## config.mk

```make
export PLATFORM = sky130hd
export DESIGN_NAME = color_cmd_ctrl
export DESIGN_NICKNAME = d
export VERILOG_FILES = /design/src/rtl/color_mixer_pkg.sv /design/src/rtl/color_cmd_ctrl_frame_timer.sv /design/src/rtl/color_cmd_ctrl.sv
export SDC_FILE = /design/constraint.sdc
export NUM_CORES = 1
export LEC_CHECK = 0
export CAP_MARGIN = 20
export CORE_ASPECT_RATIO = 0.7
export CORE_UTILIZATION = 38
export DETAILED_ROUTE_END_ITERATION = 7
export PLACE_DENSITY = 0.7
export SETUP_SLACK_MARGIN = 0.3
export SLEW_MARGIN = 20
export SYNTH_ARGS = -nofsm -noshare
export SYNTH_HDL_FRONTEND = slang
export SYNTH_SLANG_ARGS = --single-unit
```

## constraint.sdc

```tcl
create_clock -name clk -period 2.3 [get_ports clk]
set_input_delay 0.23 -clock clk [delete_from_list [all_inputs] [get_ports clk]]
set_output_delay 0.23 -clock clk [all_outputs]
set_load 0.005 [all_outputs]
```

## src/rtl/color_mixer_pkg.sv

```systemverilog
// Shared types and defaults for the color mixer command path and PWM channels.
// Latency: n/a (declarations only).
// Backpressure: n/a.
package color_mixer_pkg;

    // Duty register width, shared with the PWM generators.
    localparam int DUTY_W = 8;

    // Start-of-frame marker.
    localparam logic [7:0] HEADER_DEF = 8'hAA;

    // Max idle clocks between bytes inside a frame: 3 byte times at 1200 baud, 10 MHz clock.
    localparam int TIMEOUT_CYCLES_DEF = 250000;

    // Frame parser states.
    typedef enum logic [2:0] {
        ST_IDLE,
        ST_GET_R,
        ST_GET_G,
        ST_GET_B,
        ST_GET_CHK
    } state_t;

    // Expected checksum byte for a color triple.
    function automatic logic [7:0] frame_chk(input logic [7:0] r,
                                             input logic [7:0] g,
                                             input logic [7:0] b);
        return r ^ g ^ b;
    endfunction

endpackage

```

## src/rtl/color_cmd_ctrl_frame_timer.sv

```systemverilog
// Inter-byte idle timer: counts enabled cycles and flags expiry at LIMIT-1.
// Latency: expire_o is combinational from the registered count.
// Backpressure: none; clr_i always wins over counting and suppresses expiry.
module frame_timer #(
    parameter int LIMIT = 250000
) (
    input  logic clk,
    input  logic rst,
    input  logic clr_i,
    input  logic en_i,
    output logic expire_o
);

    localparam int CW = (LIMIT > 1) ? $clog2(LIMIT) : 1;
    localparam logic [CW-1:0] LAST = CW'(LIMIT - 1);

    logic [CW-1:0] cnt_q;
    logic [CW-1:0] cnt_d;

    // Next count: clear on demand, otherwise count while enabled and park at LAST.
    always_comb begin
        cnt_d = cnt_q;
        if (clr_i) begin
            cnt_d = '0;
        end else if (en_i && (cnt_q != LAST)) begin
            cnt_d = cnt_q + 1'b1;
        end
    end

    // Count register.
    always_ff @(posedge clk or posedge rst) begin
        if (rst) begin
            cnt_q <= '0;
        end else begin
            cnt_q <= cnt_d;
        end
    end

    // A byte arriving in the last cycle clears the timer, so it beats expiry.
    assign expire_o = en_i && !clr_i && (cnt_q == LAST);

endmodule

```

## src/rtl/color_cmd_ctrl.sv

```systemverilog
// UART command frame parser: HEADER,R,G,B,CHK -> atomic load of the three duty registers.
// Latency: duties/update (or frame_err) register on the edge that samples the CHK byte.
// Backpressure: none; rx_valid is a strobe, every strobe is consumed, stalls abort via timeout.
module color_cmd_ctrl
    import color_mixer_pkg::*;
#(
    parameter logic [7:0] HEADER         = HEADER_DEF,
    parameter int         TIMEOUT_CYCLES = TIMEOUT_CYCLES_DEF
) (
    input  logic              clk,
    input  logic              reset,
    input  logic [7:0]        rx_data,
    input  logic              rx_valid,
    output logic [DUTY_W-1:0] red_duty,
    output logic [DUTY_W-1:0] green_duty,
    output logic [DUTY_W-1:0] blue_duty,
    output logic              update,
    output logic              frame_err,
    output logic [7:0]        err_count,
    output logic              busy
);

    state_t            state_q, state_d;
    logic [7:0]        shd_r_q, shd_r_d;
    logic [7:0]        shd_g_q, shd_g_d;
    logic [7:0]        shd_b_q, shd_b_d;
    logic [DUTY_W-1:0] red_q, red_d;
    logic [DUTY_W-1:0] green_q, green_d;
    logic [DUTY_W-1:0] blue_q, blue_d;
    logic              update_q, update_d;
    logic              err_q, err_d;
    logic [7:0]        err_cnt_q, err_cnt_d;

    logic tmr_clr;
    logic tmr_en;
    logic tmr_expire;
    logic drop;

    // Timer restarts on the accepted HEADER and on every in-frame byte; runs while busy.
    assign tmr_en  = (state_q != ST_IDLE);
    assign tmr_clr = rx_valid && ((state_q != ST_IDLE) || (rx_data == HEADER));

    frame_timer #(
        .LIMIT (TIMEOUT_CYCLES)
    ) u_frame_timer (
        .clk      (clk),
        .rst      (reset),
        .clr_i    (tmr_clr),
        .en_i     (tmr_en),
        .expire_o (tmr_expire)
    );

    // Next-state and register updates; commit and error pulses default low.
    always_comb begin
        state_d   = state_q;
        shd_r_d   = shd_r_q;
        shd_g_d   = shd_g_q;
        shd_b_d   = shd_b_q;
        red_d     = red_q;
        green_d   = green_q;
        blue_d    = blue_q;
        update_d  = 1'b0;
        err_d     = 1'b0;
        err_cnt_d = err_cnt_q;
        drop      = tmr_expire;

        case (state_q)
            ST_IDLE: begin
                // Non-header bytes between frames are line noise, not errors.
                if (rx_valid && (rx_data == HEADER)) begin
                    state_d = ST_GET_R;
                end
            end
            ST_GET_R: begin
                // HEADER value is plain data once inside a frame.
                if (rx_valid) begin
                    shd_r_d = rx_data;
                    state_d = ST_GET_G;
                end
            end
            ST_GET_G: begin
                if (rx_valid) begin
                    shd_g_d = rx_data;
                    state_d = ST_GET_B;
                end
            end
            ST_GET_B: begin
                if (rx_valid) begin
                    shd_b_d = rx_data;
                    state_d = ST_GET_CHK;
                end
            end
            ST_GET_CHK: begin
                if (rx_valid) begin
                    if (rx_data == frame_chk(shd_r_q, shd_g_q, shd_b_q)) begin
                        red_d    = DUTY_W'(shd_r_q);
                        green_d  = DUTY_W'(shd_g_q);
                        blue_d   = DUTY_W'(shd_b_q);
                        update_d = 1'b1;
                        state_d  = ST_IDLE;
                    end else begin
                        drop = 1'b1;
                    end
                end
            end
            default: begin
                state_d = ST_IDLE;
            end
        endcase

        // Checksum failure or stall: discard the partial frame and count it.
        if (drop) begin
            state_d = ST_IDLE;
            shd_r_d = '0;
            shd_g_d = '0;
            shd_b_d = '0;
            err_d   = 1'b1;
            if (err_cnt_q != 8'hFF) begin
                err_cnt_d = err_cnt_q + 8'd1;
            end
        end
    end

    // State, shadow and output registers; reset abandons any frame in flight.
    always_ff @(posedge clk or posedge reset) begin
        if (reset) begin
            state_q   <= ST_IDLE;
            shd_r_q   <= '0;
            shd_g_q   <= '0;
            shd_b_q   <= '0;
            red_q     <= '0;
            green_q   <= '0;
            blue_q    <= '0;
            update_q  <= 1'b0;
            err_q     <= 1'b0;
            err_cnt_q <= '0;
        end else begin
            state_q   <= state_d;
            shd_r_q   <= shd_r_d;
            shd_g_q   <= shd_g_d;
            shd_b_q   <= shd_b_d;
            red_q     <= red_d;
            green_q   <= green_d;
            blue_q    <= blue_d;
            update_q  <= update_d;
            err_q     <= err_d;
            err_cnt_q <= err_cnt_d;
        end
    end

    assign red_duty   = red_q;
    assign green_duty = green_q;
    assign blue_duty  = blue_q;
    assign update     = update_q;
    assign frame_err  = err_q;
    assign err_count  = err_cnt_q;
    assign busy       = (state_q != ST_IDLE);

endmodule

```

==> flow_summary_export.csv, run 1 <==
group,metric,value,unit
clock_network,tritoncts,"yes",
pwr,comb_power_share,0.348,
pwr,power.density,968,nW/um^2
yosys,synth_nets,353,
sta,rsz0062_at_grt,"yes",
clock_network,clk_latency,350,ps
clock_network,clk_path_buf_depth,2,
sta,period_share,0.889,
clock_network,cts_root_buffer,"clkbuf_16",
routing,via_per_inst,5.05,
sta,hold_viol,0,
global_routing,track_usage,0.171,
global_routing,grt_pass1_vias,2659,
setup_path,path_max_fanout,5,
floorplan,io_pins,46,
yosys,async_reset_ff_frac,1.00,
layout,area_growth,35.7,%
pwr,power.leakage,2.33,nW
clock_network,htreeDepth,3,
floorplan,die_height,87.5,microns
sta,layout_setup_ws,255,ps
floorplan,die_area,10900,sq um
clock_network,holdBufCountCts,0,
place,pre_cts_ws,-55.5,ps
setup_path,cp-start-kind,"flip-flop",
pwr,power_frac_seq,0.382,
clock_network,cts_inserted_buffers,9,
global_routing,grt_first_pass_wirelength,13900,microns
sta,tightest_slew,472,ps
global_routing,grt-ovfl-total,0,
yosys,synth_top_area_share,0.498,
sta,finalSetupViolCount,0,
place,dpl.hpwl,5660,microns
sta,slew_viol_final,0,
setup_path,cp-end-kind,"flip-flop",
sta,skew,13.3,ps
routing,ant_nets,0,
sta,max_freq,489,MHz
global_routing,antenna_found_initial,0,
setup_path,required,2530,ps
setup_path,worstSetupPathType,"reg2reg",
routing,wirelength,9270,microns
floorplan,start_util,0.401,
yosys,yosysSeqAreaShare,0.498,
yosys,avgSynthCellArea,11.7,sq um
pwr,power_switching,0.00183,W
routing,vias,2816,
setup_path,rrSetupSlack,260,ps
layout,drive_above_1_share,0.326,
sta,max-slew-margin-rel,0.684,
run,maxCapViolCount,0,
global_routing,grt_max_degree,80,
sta,fin_crit,2040,ps
sta,tns,0,ps
pwr,max-vdd-ir-drop,0.430,mV
layout,layout_commonest_cell,"dfrtp_1",
yosys,ys_seq_elements,79,
run_status,outcome,"complete, no violations",
place,place.gp.congestion,0.818,
hold_path,min_path_type,"in2async",
yosys,synth_cell_types,44,
layout,fin_util,0.544,
layout,final_net_count,438,
yosys,synth_edf_count,0,
setup_path,r2r_cells,7,
clock_network,cts_sinks,79,
place,port_buffers,45,
yosys,synth.area.top_cells,"dfrtp_1, xnor2_1, mux2_2, nor2_4, mux2i_1",
yosys,ys.flop_type,"dfrtp_1",
pwr,clkPwrFrac,0.270,
routing,wl_per_cell,16.6,microns
routing,drt_iter0_markers,122,
floorplan,rows,30,
setup_path,cp.arrival,2270,ps
floorplan,dieWidth,124,microns
clock_network,clk_pin_slew_worst_paths,60,ps
routing,drc,0,
yosys,synth_area,3970,sq um
layout,antenna_cells,0,
pwr,netSwitchingFraction,0.350,
routing,drtPass1Iterations,4,
floorplan,core-area,9910,sq um
yosys,syn-instance-count,340,
yosys,synth_warnings,0,
pwr,p_int,0.00339,W
layout,layout_common_cells,"dfrtp_1, clkdlybuf4s50_1, xnor2_1, buf_4, mux2_2",
yosys,yosysTopAreaCell,"dfrtp_1",
sta,hold_ws,360,ps
-- final cells by class --
class	count	area (sq um)
clock inverter	6	61.3
tap	128	160
fill	819	4520
sequential	79	1980
multi-input combinational	240	2070
clock buffer	10	229
timing repair buffer	86	851
inverter	9	37.5
-- path summary, 6_finish.rpt --
kind | start | to
worst min register to register | red_duty[0] | red_duty[0]
max in group asynchronous | reset | red_duty[4]
worst max-delay path | u_frame_timer.cnt_q[13] | u_frame_timer.cnt_q[16]
worst max register to register | u_frame_timer.cnt_q[13] | u_frame_timer.cnt_q[16]
worst min-delay path | reset | red_duty[7]
min in group clk | red_duty[0] | red_duty[0]
-- registers in the layout, summed over array words and instances, names as in the netlist --
name / flops
blue_duty: 8
err_count: 8
frame_err: 1
green_duty: 8
red_duty: 8
shd_b_q: 8
shd_g_q: 8
shd_r_q: 8
state_q: 3
u_frame_timer.cnt_q: 18
update: 1
-- critical path: stages, from the launching register on --
cell and delay, ps:
dfrtp_1 410, or4b_4 570, nor4b_4 310, buf_4 190
a21o_4 160, nor4_2 60, xnor2_1 160, nor2_1 60
-- synth_stat cells, types with 3 or more instances --
master and instances:
xor2_1 8, nand2b_1 3, mux2i_1 17, buf_6 3, nor2_4 16, a21oi_4 3, nand3_1 10, nor4_1 8
clkbuf_1 4, buf_2 3, and3_1 4, a21oi_1 11, nor2b_1 3, o21ai_0 7, inv_1 9, mux2_2 26
dfrtp_1 79, xnor2_1 36, nor2_1 23, nand3b_1 3, nor3_1 9, nand2_1 24
-- logic make-up after synthesis --
family / after synthesis / share of synthesized area
xor gates and xnor gates: 44 / 0.0971
muxes: 43 / 0.117
DFF: 79 / 0.498
adders and majority gates: 2 / 0.00630
buffers and inverters: 23 / 0.0366
AOI/OAI and AO/OA: 27 / 0.0476
and+or+nand+nor: 122 / 0.198
-- through the flow --
stage	cells	total power [W]	area [sq um]
final	558	0.00521	5390
after global routing	558	0.00550	5390
after CTS	542	0.00489	5040
after detailed placement	523	0.00342	4700
after global placement	523	0.00337	4700
after floorplan	340	0.00309	3970
-- power by group through the flow --
stage | combinational [W] | clock [W] | sequential, W
floorplan | 0.00123 | 0 | 0.00186
global placement | 0.00141 | 0 | 0.00197
detailed placement | 0.00144 | 0 | 0.00198
CTS | 0.00150 | 0.00143 | 0.00196
global route | 0.00196 | 0.00151 | 0.00203
finish | 0.00182 | 0.00141 | 0.00199
-- layer usage --
| metal | part of all wire | vias up | wire length (microns) | track usage |
|---|---|---|---|---|
| met5 | 0 | - | 0 | 0 |
| met4 | 0.017 | 0 | 158 | 0.0595 |
| met3 | 0.049 | 13 | 453 | 0.0484 |
| met2 | 0.46 | 83 | 4250 | 0.234 |
| met1 | 0.48 | 1385 | 4410 | 0.257 |
| li1 | - | 1335 | - | - |
-- repair_timing --
item	4_1_cts	5_1_grt
resized for setup	6	37
setup endpoints to repair	45	76
pin swaps	3	31
buffers inserted	3	12
cloned	0	4
No activity file was read; power rests on OpenSTA's default activity.
==> run 2: changes to the inputs <==
- CORE_UTILIZATION: 38 -> 25
- PLACE_DENSITY: 0.7 -> 0.53
==> run 2 against run 1 <==
  * The run now ends with DRC left
  * Sequential cell count unchanged
  * Register-to-register slack better by 30 ps
  * Sequential share of layout area down 1.4 points
  * Worst setup slack better by 33 ps
  * Utilization down 18 points
  * Die area up 51%
  * Clock skew down 7.1 ps
  * Non-clock buffer count up 10
  * Global-route usage down 4.9 points
  * Fmax up 1.6%
  * Sequential power about the same
  * Critical path type unchanged
  * Highest routed layer unchanged
==> flow_summary_export.csv, run 2 (same netlist as run 1, synthesis figures left out) <==
group,metric,value,unit
run_status,outcome,"finished, violations left",
run_status,failed_checks,"DRC",
floorplan,die_area,16400,sq um
pwr,p_int,0.00361,W
layout,largest_reg_flops,18,
clock_network,cts_inserted_buffers,9,
layout,top_register,"u_frame_timer.cnt_q",
clock_network,cts_root_buffer,"clkbuf_16",
hold_path,min_path_type,"in2async",
routing,via_per_inst,4.39,
sta,hold_viol,0,
floorplan,die_height,107,microns
routing,vias,2789,
global_routing,antenna_found_initial,0,
sta,tightest_slew,474,ps
sta,fin_crit,2010,ps
setup_path,cp.arrival,2240,ps
setup_path,cp-end-kind,"flip-flop",
global_routing,grt_pass1_vias,2845,
layout,final_net_count,446,
pwr,power_frac_seq,0.363,
routing,ant_nets,0,
sta,skew,6.21,ps
setup_path,worstSetupPathType,"reg2reg",
setup_path,cp-start-kind,"flip-flop",
layout,layout_common_cells,"dfrtp_1, clkdlybuf4s50_1, buf_4",
layout,num-fill-cells,1534,
global_routing,grt_max_degree,80,
pwr,power.density,970,nW/um^2
clock_network,tritoncts,"yes",
clock_network,clk_pin_slew_worst_paths,60,ps
sta,rsz0062_at_grt,"yes",
setup_path,required,2530,ps
layout,antenna_cells,0,
clock_network,cts_sinks,79,
layout,drive_above_1_share,0.321,
pwr,power_switching,0.00182,W
sta,max_freq,497,MHz
layout,fin_util,0.361,
routing,drc,1,
floorplan,dieWidth,153,microns
layout,seq_area,1980,sq um
sta,slew_viol_final,0,
layout,layout_commonest_cell,"dfrtp_1",
routing,wirelength,9580,microns
sta,max-slew-margin-rel,0.683,
global_routing,track_usage,0.122,
sta,finalSetupViolCount,0,
run,maxCapViolCount,0,
floorplan,start_util,0.256,
layout,area_growth,41.0,%
pwr,comb_power_share,0.379,
clock_network,htreeDepth,3,
place,dpl.hpwl,6110,microns
global_routing,grt-ovfl-total,0,
place,port_buffers,45,
pwr,power.leakage,2.37,nW
routing,drt_iter0_markers,234,
routing,drtPass1Iterations,6,
global_routing,grt_first_pass_wirelength,15400,microns
sta,tns,0,ps
pwr,netSwitchingFraction,0.335,
pwr,clkPwrFrac,0.259,
pwr,max-vdd-ir-drop,0.504,mV
setup_path,path_max_fanout,8,
floorplan,io_pins,46,
clock_network,clk_latency,340,ps
sta,period_share,0.875,
floorplan,core-area,15500,sq um
layout,multi_input_area,2050,sq um
routing,wl_per_cell,15.1,microns
clock_network,clk_path_buf_depth,2,
place,place.gp.congestion,0.805,
floorplan,rows,38,
==> run 2: final timing paths <==
check	startpoint	to	slack (ps)	depth (start not counted)
max	u_frame_timer.cnt_q[13]	u_frame_timer.cnt_q[15]	290	7
min	reset	update	370	3
max reg2reg	u_frame_timer.cnt_q[13]	u_frame_timer.cnt_q[15]	290	7
min reg2reg	red_duty[7]	red_duty[7]	500	1
max in group asynchronous	reset	err_count[5]	1580	3
min in group clk	red_duty[7]	red_duty[7]	500	1
==> run 2: final cells by class <==
type                       count  area share
multi-input combinational    238       0.366
sequential                    79       0.353
timing repair buffer          96       0.178
tap                          200      0.0447
clock buffer                  10      0.0427
clock inverter                 4     0.00850
inverter                       9     0.00671
==> run 2: critical path: stages, from the launching register on <==
cell and delay, ps:
dfrtp_1 420, or4b_4 550, nor4b_4 290, a21o_4 220, clkbuf_16 150, nor4_1 60
xnor2_1 160, nor2_1 60
==> run 2: through the flow <==
step / total power [W] / cell area [sq um] / setup slack [ps] / hold slack [ps] / cells
4_1_cts: 0.00515 / 5370 / 262 / 400 / 625
3_3_place_gp: 0.00347 / 4820 / -1.79 / 492 / 600
3_5_place_dp: 0.00350 / 4820 / -88.1 / 492 / 600
6_report: 0.00543 / 5600 / 288 / 367 / 636
5_1_grt: 0.00573 / 5600 / 183 / 408 / 636
2_1_floorplan: 0.00309 / 3970 / 319 / 359 / 340
==> run 2: repair_timing <==
action	CTS	global route
buffers inserted	9	8
resized for setup	28	17
hold buffers	0	0
endpoints found under the setup margin	50	69
gates cloned	2	3
pin swaps	12	32
==> run 2: power by group through the flow <==
| stage | clock network, W | logic, W | registers [W] |
|---|---|---|---|
| global route | 0.00148 | 0.00223 | 0.00202 |
| detailed placement | 0 | 0.00153 | 0.00197 |
| CTS | 0.00144 | 0.00175 | 0.00196 |
| global placement | 0 | 0.00150 | 0.00197 |
| floorplan | 0 | 0.00123 | 0.00186 |
| finish | 0.00140 | 0.00206 | 0.00197 |
==> run 2: layer usage <==
metal	GRT usage	wire length (microns)	vias up
met1	0.169	4800	1388
met4	0.0426	162	0
met5	0	0	-
met3	0.0338	321	13
li1	-	-	1352
met2	0.183	4290	36
